File: src/rtl/ppu_sparse_compressor_pkg.sv
// Shared PPU types for the sparse compressor: pooled input beat, SCNN sparse entry/packet
// and the compressor FSM states.
package ppu_sparse_compressor_pkg;

    localparam int POOLING_OUT_SIZE = 4;
    localparam int ACC_K_OFFSET     = 16;
    localparam int KC_W             = $clog2(ACC_K_OFFSET);
    localparam int PPU_DW           = 16;
    localparam int SPARSE_IDX_WIDTH = 4;
    localparam int SPARSE_CNT_W     = $clog2(POOLING_OUT_SIZE + 1);

    typedef struct packed {
        logic [POOLING_OUT_SIZE-1:0]             valid;
        logic [POOLING_OUT_SIZE-1:0][PPU_DW-1:0] data;
    } PPU_compress_PACKET;

    typedef struct packed {
        logic [PPU_DW-1:0]           data;
        logic [SPARSE_IDX_WIDTH-1:0] idx;
    } SPARSE_ENTRY;

    typedef struct packed {
        SPARSE_ENTRY [POOLING_OUT_SIZE-1:0] entry;
        logic [SPARSE_CNT_W-1:0]            cnt;
        logic [KC_W-1:0]                    kc;
        logic                               last;
    } PPU_SPARSE_PACKET;

    typedef enum logic [1:0] {
        ST_IDLE,
        ST_ACTIVE,
        ST_DRAIN,
        ST_DONE
    } sparse_state_e;

endpackage

File: src/rtl/ppu_sparse_compressor_fifo.sv
// Packet FIFO with two ordered write ports (port 0 lands ahead of port 1) and one read port.
module sparse_pkt_fifo #(
    parameter int W     = 8,
    parameter int DEPTH = 4
) (
    input  logic         clk,
    input  logic         rst_n,
    input  logic         wr0_en_i,
    input  logic [W-1:0] wr0_data_i,
    input  logic         wr1_en_i,
    input  logic [W-1:0] wr1_data_i,
    input  logic         rd_en_i,
    output logic [W-1:0] rd_data_o,
    output logic         rd_valid_o,
    output logic         empty_o,
    output logic         drop0_o,
    output logic         drop1_o
);
    localparam int AW = $clog2(DEPTH);
    localparam int CW = AW + 1;

    logic [W-1:0]  mem_q [DEPTH];
    logic [AW-1:0] wptr_q, wptr_d, rptr_q, rptr_d, wptr1;
    logic [CW-1:0] count_q, count_d, space;
    logic          pop, acc0, acc1;

    assign pop     = rd_en_i && (count_q != '0);
    // A same-cycle pop frees its slot before either push is admitted.
    assign space   = CW'(DEPTH) - count_q + CW'(pop);
    assign acc0    = wr0_en_i && (space != '0);
    assign acc1    = wr1_en_i && (space > CW'(acc0));
    assign drop0_o = wr0_en_i && !acc0;
    assign drop1_o = wr1_en_i && !acc1;

    assign wptr1   = wptr_q + AW'(acc0);
    assign wptr_d  = wptr_q + AW'(acc0) + AW'(acc1);
    assign rptr_d  = rptr_q + AW'(pop);
    assign count_d = count_q + CW'(acc0) + CW'(acc1) - CW'(pop);

    always_ff @(posedge clk or negedge rst_n) begin
        if (!rst_n) begin
            wptr_q  <= '0;
            rptr_q  <= '0;
            count_q <= '0;
        end else begin
            wptr_q  <= wptr_d;
            rptr_q  <= rptr_d;
            count_q <= count_d;
        end
    end

    always_ff @(posedge clk) begin
        if (acc0) mem_q[wptr_q] <= wr0_data_i;
        if (acc1) mem_q[wptr1]  <= wr1_data_i;
    end

    assign rd_data_o  = mem_q[rptr_q];
    assign rd_valid_o = (count_q != '0);
    assign empty_o    = (count_q == '0);

endmodule

File: src/rtl/ppu_sparse_compressor.sv
// Re-encodes pooled beats into SCNN sparse entries (value, zero-run), compacts them into
// lane-packed packets and queues them, with channel-end markers, toward write-back.
module ppu_sparse_compressor
    import ppu_sparse_compressor_pkg::*;
#(
    parameter int LANES      = POOLING_OUT_SIZE,
    parameter int DW         = PPU_DW,
    parameter int IDX_W      = SPARSE_IDX_WIDTH,
    parameter int FIFO_DEPTH = 4
) (
    input  logic                          clk,
    input  logic                          rst,
    input  PPU_compress_PACKET            in_pkt,
    input  logic [KC_W-1:0]               in_kc,
    input  logic                          in_finish,
    output logic                          out_valid,
    input  logic                          out_ready,
    output logic [LANES-1:0][DW-1:0]      out_data,
    output logic [LANES-1:0][IDX_W-1:0]   out_idx,
    output logic [$clog2(LANES+1)-1:0]    out_cnt,
    output logic [KC_W-1:0]               out_kc,
    output logic                          out_last,
    output logic                          overflow,
    output logic                          done
);
    localparam int CNT_W = $clog2(LANES + 1);
    localparam int LW    = $clog2(LANES);
    localparam logic [IDX_W-1:0] RUN_MAX = '1;

    sparse_state_e               state_q, state_d;
    logic [IDX_W-1:0]            run_q, run_d, run_c;
    logic [KC_W-1:0]             kc_q, kc_d;
    logic                        fin_pend_q, fin_pend_d, ovf_q, ovf_d;
    logic                        beat, fresh;
    logic [LANES-1:0]            emit;
    logic [LANES-1:0][IDX_W-1:0] lane_idx;
    logic [LANES-1:0][LW-1:0]    pos;
    logic [CNT_W-1:0]            n_emit;
    PPU_SPARSE_PACKET            data_pkt, mark_pkt, fifo_head, head;
    logic                        wr0_en, wr1_en, fifo_valid, fifo_empty, drop0, drop1;

    assign beat  = |in_pkt.valid;
    assign fresh = (state_q == ST_IDLE) || (in_kc != kc_q);

    // Zero-run walk across the valid lanes in ascending order; invalid lanes are transparent.
    always_comb begin
        run_c    = fresh ? '0 : run_q;
        emit     = '0;
        lane_idx = '0;
        for (int l = 0; l < LANES; l++) begin
            if (in_pkt.valid[l]) begin
                lane_idx[l] = run_c;
                if ((in_pkt.data[l] != '0) || (run_c == RUN_MAX)) begin
                    emit[l] = 1'b1;
                    run_c   = '0;
                end else begin
                    run_c = run_c + 1'b1;
                end
            end
        end
    end

    always_comb begin
        n_emit = '0;
        pos    = '0;
        for (int l = 0; l < LANES; l++) begin
            pos[l] = n_emit[LW-1:0];
            n_emit = n_emit + CNT_W'(emit[l]);
        end
    end

    always_comb begin
        data_pkt = '0;
        for (int l = 0; l < LANES; l++) begin
            if (emit[l]) begin
                data_pkt.entry[pos[l]].data = in_pkt.data[l];
                data_pkt.entry[pos[l]].idx  = lane_idx[l];
            end
        end
        data_pkt.cnt  = n_emit;
        data_pkt.kc   = in_kc;
        data_pkt.last = 1'b0;
        mark_pkt      = '0;
        mark_pkt.kc   = kc_q;
        mark_pkt.last = 1'b1;
    end

    always_comb begin
        state_d    = state_q;
        run_d      = run_q;
        kc_d       = kc_q;
        fin_pend_d = fin_pend_q;
        ovf_d      = ovf_q | drop0 | drop1;
        wr0_en     = 1'b0;
        wr1_en     = 1'b0;
        case (state_q)
            ST_IDLE, ST_ACTIVE: begin
                if (beat) begin
                    wr0_en  = (state_q == ST_ACTIVE) && (in_kc != kc_q);
                    wr1_en  = (n_emit != '0);
                    kc_d    = in_kc;
                    run_d   = run_c;
                    state_d = ST_ACTIVE;
                    // A finish arriving with a beat defers its marker by one cycle.
                    if (in_finish) begin
                        fin_pend_d = 1'b1;
                        state_d    = ST_DRAIN;
                    end
                end else if (in_finish) begin
                    wr0_en  = (state_q == ST_ACTIVE);
                    state_d = (state_q == ST_ACTIVE) ? ST_DRAIN : ST_DONE;
                end
            end
            ST_DRAIN: begin
                if (beat) ovf_d = 1'b1;
                if (fin_pend_q) begin
                    wr0_en     = 1'b1;
                    fin_pend_d = 1'b0;
                end else if (fifo_empty) begin
                    state_d = ST_DONE;
                end
            end
            ST_DONE: begin
                if (beat) ovf_d = 1'b1;
                run_d      = '0;
                kc_d       = '0;
                fin_pend_d = 1'b0;
                state_d    = ST_IDLE;
            end
            default: state_d = ST_IDLE;
        endcase
    end

    always_ff @(posedge clk or negedge rst) begin
        if (!rst) begin
            state_q    <= ST_IDLE;
            run_q      <= '0;
            kc_q       <= '0;
            fin_pend_q <= 1'b0;
            ovf_q      <= 1'b0;
        end else begin
            state_q    <= state_d;
            run_q      <= run_d;
            kc_q       <= kc_d;
            fin_pend_q <= fin_pend_d;
            ovf_q      <= ovf_d;
        end
    end

    sparse_pkt_fifo #(
        .W     ($bits(PPU_SPARSE_PACKET)),
        .DEPTH (FIFO_DEPTH)
    ) u_fifo (
        .clk        (clk),
        .rst_n      (rst),
        .wr0_en_i   (wr0_en),
        .wr0_data_i (mark_pkt),
        .wr1_en_i   (wr1_en),
        .wr1_data_i (data_pkt),
        .rd_en_i    (out_ready),
        .rd_data_o  (fifo_head),
        .rd_valid_o (fifo_valid),
        .empty_o    (fifo_empty),
        .drop0_o    (drop0),
        .drop1_o    (drop1)
    );

    // Outputs read zero whenever the head is empty, including throughout reset.
    assign head = fifo_valid ? fifo_head : '0;

    always_comb begin
        for (int l = 0; l < LANES; l++) begin
            out_data[l] = head.entry[l].data;
            out_idx[l]  = head.entry[l].idx;
        end
    end

    assign out_valid = fifo_valid;
    assign out_cnt   = head.cnt;
    assign out_kc    = head.kc;
    assign out_last  = head.last;
    assign overflow  = ovf_q;
    assign done      = (state_q == ST_DONE);

endmodule

File: config.mk
export PLATFORM = sky130hd
export DESIGN_NAME = ppu_sparse_compressor
export DESIGN_NICKNAME = d
export VERILOG_FILES = /design/src/rtl/ppu_sparse_compressor_pkg.sv /design/src/rtl/ppu_sparse_compressor_fifo.sv /design/src/rtl/ppu_sparse_compressor.sv
export SDC_FILE = /design/constraint.sdc
export NUM_CORES = 1
export LEC_CHECK = 0
export CAP_MARGIN = 20
export CORE_MARGIN = 2
export CORE_UTILIZATION = 30
export DETAILED_ROUTE_END_ITERATION = 7
export PLACE_DENSITY = 0.47
export RECOVER_POWER = 100
export SLEW_MARGIN = 40
export SYNTH_ARGS = -nofsm -noshare
export SYNTH_HDL_FRONTEND = slang
export SYNTH_SLANG_ARGS = --single-unit
File: constraint.sdc
create_clock -name clk -period 8 [get_ports clk]
set_input_delay 1.6 -clock clk [delete_from_list [all_inputs] [get_ports clk]]
set_output_delay 1.6 -clock clk [all_outputs]
set_load 0.02 [all_outputs]
; ---- Yosys cells after proc, flatten, opt, wreduce, memory -nomap -nowiden
; Memories as Yosys holds them, arrays and structs flattened.
; Cells that the tools add are included.
[word_totals]
regBits = 19
ramBits = 352
output_inout_bits = 91
inputBits = 76
mem_count = 1
wordCells = 148
[op_classes]
n_eq_ne = 13
addsub = 15
n_mux = 70
n_reduce_logical = 32
n_bitwise = 2
n_lt_le_gt_ge = 7
[memory_table]
columns = name, depth, width, read_ports, rd_clocked_by_memory_dff, write_ports, line_no
row1 = u_fifo.mem_q, 4, 88, 1, 0, 2, ppu_sparse_compressor_fifo.sv:22  ; logic [W-1:0] mem_q [DEPTH];
[ops]
columns = op, n
row1 = $bwmux 80, 6
row2 = $mux 80, 3
row3 = $demux 20 s2, 4
row4 = $mux 88, 1
row5 = $mux 20, 4
row6 = $mux 4, 18
row7 = $reduce_bool 16->1, 4
row8 = $demux 20 s1, 2
row9 = $mux 1, 22
row10 = $add 4x1->4 const B, 4
row11 = $eq 4x4->1 const B, 4
row12 = $pmux 4 s2, 2
row13 = $add 3x1->3, 4
row14 = $mux 2, 5
row15 = $logic_and 1x1->1, 9
row16 = $reduce_bool 3->1, 3
row17 = $ne 2x2->1 const B, 4
row18 = $add 2x1->2, 3
row19 = $lt 2x3->1 const B, 2
row20 = $pmux 2 s3, 1
row21 = $logic_or 1x1->1, 5
row22 = $eq 2x2->1 const B, 2
row23 = $ge 2x1->1 const B, 2
row24 = $ne 4x4->1, 1
row25 = other kinds (19), 24

; ---- Logic depth before layout (Yosys ltp)
; Gate-level depths: netlist (run 1).
[logic_depth]
word_depth = 29
mapped_depth = 35
mapped_depth_nobuf = 33

; ---- Modules after synthesis
; Synthesis (run 1) repeated with hierarchy kept, for this count alone.
[unflattened]
hier_cells = 1524
hier_area_um2 = 21508.1
[modules_own_cells]
columns = mod, seq_area_each_um2, cells_per_inst, area_each_um2, n_inst
row1 = sparse_pkt_fifo, 10745.3, 906, 17406.7, 1
row2 = ppu_sparse_compressor, 300.3, 618, 4101.4, 1

; ---- Worst setup path after synthesis (run 1)
; No wires, ideal clock.
[synth_timing]
path_kind = input -> register
startpoint = input in_kc[2]
endpoint = memory u_fifo.mem_q[0][10] in the netlist's numbering (enable)
t_arrival_ps = 9459
required_ps = 7552
setup_ps = 448
stages = 34
path_buffers = 3
slack_ps = -1907
cell_sequence = xnor2_1 -> and4_1 -> and3_1 -> ha_1 -> nand4_1 -> o2111ai_1 -> and2_1 -> inv_1 -> ha_1 -> and2_0 -> a32o_1 -> buf_2 -> nor2_1 -> ha_1 -> and3_1 -> o311ai_0 -> nand3b_1 -> ha_1 -> nand2_1 -> nor2_1 -> a31oi_4 -> inv_2 -> buf_2 -> ha_1 -> inv_1 -> fa_1 -> nand2_1 -> nor2_1 -> nor3_1 -> inv_1 -> nor2_1 -> nand2_1 -> clkbuf_1 -> nand2_1
[synth_lines]
columns = item, line_no
row1 = start: declaration, ppu_sparse_compressor.sv:14  ; input logic [KC_W-1:0] in_kc,
row2 = end: declaration, ppu_sparse_compressor_fifo.sv:22

==> impl_metrics.py, run 1 <==
metrics = {
    "run_status": {
        "status": "finished with violations",
        "violations": "capacitance limit, slew limit",
    },
    "placed_design": {
        "place_hpwl_um": 52400,
        "place_ws_ns": -0.0462,
        "portBuffers": 166,
        "place_congestion": 0.880,
    },
    "synth": {
        "syn_avg_cell_area_um2": 11.8,
        "synthCells": 1770,
        "yosys.area.top_type": "edfxtp_1",
        "ys_ff_latch": 371,
        "synth.top_cell.area_share_pct": 50.1,
        "synth_ff_type": "edfxtp_1",
        "ys_types": 66,
        "synth.most_common_cell": "edfxtp_1",
        "synth.top_cells.by_count": "edfxtp_1, o21ai_0, o211ai_1",
        "synth.cell_area_um2": 20900,
        "yosysWarningCount": 0,
        "syn-num-nets": 1866,
        "synthTopCellsByArea": "edfxtp_1, mux4_2, o211ai_1",
        "synth_edf_count": 348,
        "synthArstFlopShare_pct": 5.12,
        "yosysSeqAreaShare_pct": 52.7,
    },
    "sta": {
        "rsz0062_at_grt": "false",
        "slew_viol_final": 94,
        "slew-limit-headroom_pct": -48.3,
        "setup_viol": 0,
        "fmax_ghz": 0.132,
        "tightest_slew_ns": 2.22,
        "finalCritPeriodShare_pct": 94.6,
        "setup_slack_ns": 0.435,
        "period_minus_slack_ns": 7.57,
        "skew_ns": 0.0175,
        "final_hold_viol_count": 0,
        "hold_ws_ns": 0.445,
    },
    "die": {
        "die_w_um": 268,
        "die_area_um2": 71700,
        "initial_core_util_pct": 30.4,
        "rows": 96,
        "core_region_area_um2": 68700,
        "pin_count": 167,
        "fp.dieH_um": 268,
    },
    "setup_path": {
        "worst_path_max_delay_cell": "clkdlybuf4s50_1",
        "required_ns": 8.36,
        "critical_path.max_stage_delay_ns": 0.45,
        "crit_family": "simple AND/OR/NAND/NOR gates",
        "worstSetupPathType": "primary input to flop",
        "path_max_fanout": 22,
        "cp.arrival_ns": 7.93,
        "cp-start-kind": "primary input",
        "end_kind": "flop",
        "path_common_cell": "ha_1",
        "critPathBufInv": 6,
    },
    "layout": {
        "area_delta_synth_final_pct": 23.5,
        "drive_above_1_share_pct": 18.0,
        "nNetsFinal": 2046,
    },
    "clock_tree": {
        "cts_buffer_depth": 3,
        "clock_latency_ns": 0.59,
        "cts_tree": "yes",
        "numCtsBuffers": 44,
        "cts_resized": 0,
        "post-cts-setup-buffer-count": 0,
        "cts_root_buffer": "clkbuf_16",
        "cts.sinks": 371,
        "ctsHoldBuffers": 0,
        "cts.clk_slew.worst_paths_ns": 0.06,
        "ctsHtreeMaxLevel": 2,
    },
    "run": {
        "maxCapViolations": 2,
    },
    "detailed_routing": {
        "drtPass1Iterations": 6,
        "antenna_left": 0,
        "vias_per_cell": 5.72,
        "route.detailed.drc": 0,
        "wl_um": 78200,
        "wl_per_cell_um": 26.8,
        "via_count": 16700,
        "drt-initial-drc-count": 1706,
    },
    "global_route": {
        "grt_max_degree": 132,
        "grt_use_total_pct": 21.7,
        "grt_pass1_vias": 16374,
        "antenna_found_initial": 7,
        "overflow": 0,
        "grt_pass1_wl_um": 114000,
    },
    "pwr": {
        "power.density_nw_per_um2": 433,
        "switching_power_uw": 4430,
        "p_comb_share_pct": 49.7,
        "seq_power_share_pct": 32.5,
        "p_int_uw": 6740,
        "p_sw_share_pct": 39.7,
        "clock_power_share_pct": 17.8,
        "p_leak_uw": 0.00800,
        "peakVddDrop_mv": 0.217,
    },
    "hold_path": {
        "min_path_type": "flop to flop",
    },
}
## metal layers
| layer | wire (um) | track usage (%) |
|---|---|---|
| met1 | 33600 | 29.9 |
| met3 | 5680 | 4.19 |
| met4 | 3380 | 9.13 |
| met5 | 37 | 0 |
| met2 | 35500 | 33.4 |
## logic make-up after synthesis
logic type | count (synthesis) | synth area share, %
adders and majority gates | 20 | 1.34
and+or+nand+nor | 384 | 9.30
DFF | 371 | 52.7
AOI/OAI and AO/OA | 643 | 20.5
muxes | 115 | 11.0
buffers and inverters | 219 | 4.39
xor gates and xnor gates | 18 | 0.791
## worst min-delay path, stage by stage, from the launching register on
cell and delay (ns):
dfxtp_1 0.31, inv_1 0.05, a21oi_1 0.05
## cell type report
| cell class | instances | area (um2) |
|---|---|---|
| Inverter | 30 | 113 |
| Multi-Input combinational cell | 1180 | 9060 |
| Antenna cell | 1 | 2.50 |
| Clock buffer | 60 | 1240 |
| Tap cell | 931 | 1160 |
| Timing Repair Buffer | 323 | 3020 |
| Fill cell | 6726 | 42900 |
| Sequential cell | 371 | 11000 |
| Clock inverter | 22 | 174 |
## power groups by stage
stage	Combinational (uW)	Clock (uW)	Sequential (uW)
floorplan	3070	0	3500
global placement	5760	0	3730
detailed placement	5840	0	3710
CTS	5870	2030	3680
global route	5880	2100	3710
finish	5550	1990	3630
## path summary, 6_finish.rpt
kind                               startpoint  cells past startpoint  slack (ns)                  end
min                        u_fifo.mem_q[2][0]                      2        0.44   u_fifo.mem_q[2][0]
min reg2reg                u_fifo.mem_q[2][0]                      2        0.44   u_fifo.mem_q[2][0]
min in group asynchronous                 rst                      1        1.21    u_fifo.count_q[2]
max in group asynchronous                 rst                      1        5.98     u_fifo.rptr_q[0]
max                                  in_kc[3]                     33        0.43  u_fifo.mem_q[0][16]
max reg2reg                           kc_q[2]                     32        1.39  u_fifo.mem_q[0][16]
## cells in the final DEF (no fill, tap or decap), types with 26 or more instances in the layout
cell type and count:
a22o_1 34, inv_1 26, nand3_1 43, nand2_1 135, clkbuf_16 46, mux4_2 88
nor2_1 33, o211ai_1 148, o21ai_0 227, and2_0 79, clkdlybuf4s50_1 149, clkbuf_1 31
a21oi_1 125, o2111ai_1 62, buf_4 78, edfxtp_1 348
## metrics by stage
stage          power [uW]  TNS (ns)  instance area (um2)  std cells  util, %
3_5_place_dp         9560   -0.0462                24600       2834     35.9
6_report            11200         0                25800       2918     37.5
4_1_cts             11600         0                26100       2916     37.9
2_1_floorplan        6570         0                21000       1770        -
3_3_place_gp         9490         0                24600       2831     35.8
5_1_grt             11700         0                25800       2917     37.5
## sequential cells by signal, indices dropped and copies added (netlist names)
name / cells
fin_pend_q: 1
kc_q: 4
overflow: 1
run_q: 4
state_q: 2
u_fifo.count_q: 3
u_fifo.mem_q: 352
u_fifo.rptr_q: 2
u_fifo.wptr_q: 2
Power figures use the tool's default switching activity.
==> run 2: changes to the inputs <==
Settings changed: REMOVE_ABC_BUFFERS from default to 1, SKIP_LAST_GASP from default to 1.
==> impl_metrics.py, run 2 (synthesized netlist as in run 1, its figures left out) <==
metrics = {
    "setup_path": {
        "worstSetupPathType": "primary input to flop",
        "worst_path_max_delay_cell": "fa_1",
        "required_ns": 8.50,
        "cp.arrival_ns": 8.03,
        "path_max_fanout": 4,
        "cp-start-kind": "primary input",
        "critical_path.max_stage_delay_ns": 0.57,
        "critPathBufInv": 8,
        "end_kind": "flop",
        "crit_family": "simple AND/OR/NAND/NOR gates",
    },
    "run_status": {
        "status": "finished with violations",
        "violations": "capacitance limit, slew limit",
    },
    "pwr": {
        "peakVddDrop_mv": 0.192,
        "clock_power_share_pct": 17.8,
        "seq_power_share_pct": 31.9,
        "power.density_nw_per_um2": 434,
        "switching_power_uw": 4440,
        "p_leak_uw": 0.00815,
        "p_int_uw": 6890,
        "p_comb_share_pct": 50.3,
        "p_sw_share_pct": 39.2,
    },
    "layout": {
        "drive_above_1_share_pct": 19.3,
        "fillers": 6708,
        "nNetsFinal": 2049,
        "antenna_cells": 0,
        "regMostFlops": "u_fifo.mem_q",
        "area_delta_synth_final_pct": 25.2,
        "layout_commonest_cell": "edfxtp_1",
        "largest_register_ff_count": 352,
        "finalNonFillerCells": 2920,
        "layout_common_cells": "edfxtp_1, o21ai_0, o211ai_1",
        "final_util_pct": 38.0,
        "reg.largest.list": "u_fifo.mem_q x352, kc_q x4, run_q x4",
    },
    "placed_design": {
        "portBuffers": 166,
        "place_congestion": 0.839,
        "place_ws_ns": -0.198,
        "place_hpwl_um": 49900,
        "dp.cells": 2830,
    },
    "die": {
        "die_w_um": 268,
        "fp.dieH_um": 268,
        "pin_count": 167,
        "core_region_area_um2": 68700,
        "die_area_um2": 71700,
        "initial_core_util_pct": 30.4,
        "rows": 96,
    },
    "detailed_routing": {
        "drtPass1Iterations": 5,
        "drt-initial-drc-count": 1798,
        "route.detailed.drc": 0,
        "vias_per_cell": 5.73,
        "via_count": 16727,
        "wl_um": 77600,
        "wl_per_cell_um": 26.6,
        "antenna_left": 0,
    },
    "global_route": {
        "antenna_found_initial": 0,
        "grt_max_degree": 106,
        "grt_use_total_pct": 21.3,
        "overflow": 0,
        "grt_pass1_wl_um": 114000,
        "grt_pass1_vias": 16864,
    },
    "sta": {
        "final_hold_viol_count": 0,
        "final.setup.tns_ns": 0,
        "finalCritPeriodShare_pct": 94.0,
        "rsz0062_at_grt": "true",
        "slew_viol_final": 48,
        "setup_viol": 0,
        "setup_slack_ns": 0.479,
        "slew-limit-headroom_pct": -67.5,
        "period_minus_slack_ns": 7.52,
        "skew_ns": 0.0288,
        "fmax_ghz": 0.133,
        "tightest_slew_ns": 2.51,
    },
    "clock_tree": {
        "cts_root_buffer": "clkbuf_16",
        "clock_latency_ns": 0.60,
        "ctsHtreeMaxLevel": 2,
        "ctsHoldBuffers": 0,
        "cts.clk_slew.worst_paths_ns": 0.05,
        "cts_buffer_depth": 3,
        "numCtsBuffers": 45,
        "cts.sinks": 371,
        "cts_tree": "yes",
    },
    "hold_path": {
        "min_path_type": "flop to flop",
    },
    "run": {
        "maxCapViolations": 1,
    },
}
run 2: cell types whose count changed in the layout (fill, tap and decap cells not counted), moves of 14 or more:
cell      change
buf_12       +17
clkbuf_4     -15
clkbuf_1     -23
o21ai_0      -14
buf_4        +39
o21ai_1      +14
run 2: worst paths after layout:
path	depth (start not counted)	slack, ns	start	to
worst max-delay path	32	0.48	in_pkt[11]	u_fifo.count_q[2]
worst min-delay path	2	0.45	u_fifo.mem_q[3][0]	u_fifo.mem_q[3][0]
worst max register to register	33	1.50	kc_q[3]	u_fifo.count_q[2]
worst min register to register	2	0.45	u_fifo.mem_q[3][0]	u_fifo.mem_q[3][0]
max in group asynchronous	1	5.96	rst	u_fifo.rptr_q[1]
min in group asynchronous	1	1.21	rst	u_fifo.count_q[0]
run 2: metrics by stage:
step                      hold slack, ns  area [um2]  total power, uW
after floorplan                    0.422       20100             6600
after global placement             0.429       24500             9340
after detailed placement           0.435       24600             9400
after CTS                          0.445       26000            11500
after global routing               0.462       26100            11900
final                              0.445       26100            11300
run 2: area by class of cell:
| type | count | area, um2 | share of cell area, % |
|---|---|---|---|
| clock inverters | 30 | 243 | 0.929 |
| repair buffers | 325 | 3360 | 12.9 |
| clock buffers | 53 | 1190 | 4.54 |
| inverters | 30 | 114 | 0.436 |
| multi-input cells | 1180 | 9050 | 34.6 |
| flip-flops and latches | 371 | 11000 | 42.1 |
| well taps | 931 | 1160 | 4.46 |
run 2: repair_timing:
action                                  in CTS  in global routing
buffers inserted                             0                  3
gates resized for setup                      0                  6
endpoints found under the setup margin       0                 21
run 2: layer usage:
metal	GRT usage, %	routed length [um]	vias up
met5	0	0	-
met4	7.23	2510	0
met3	2.89	5230	128
met2	34.7	36600	824
met1	29.3	33200	8425
li1	-	-	7350
run 2: power by group through the flow:
stage	Combinational, uW	Clock [uW]	Sequential [uW]
5_1_grt	6060	2150	3690
3_3_place_gp	5610	0	3730
2_1_floorplan	2850	0	3750
6_report	5700	2020	3610
4_1_cts	5770	2060	3620
3_5_place_dp	5750	0	3650
run 2: worst reg2reg max path: cells and delay by family, from the launching register on:
kind,cells,cell delay [ns]
adder cells (fa/ha/maj),8,2.13
AO/OA/AOI/OAI,4,0.78
buffers and inverters,6,0.59
XOR/XNOR,3,0.60
flip-flops,1,0.46
AND/OR/NAND/NOR,12,1.86
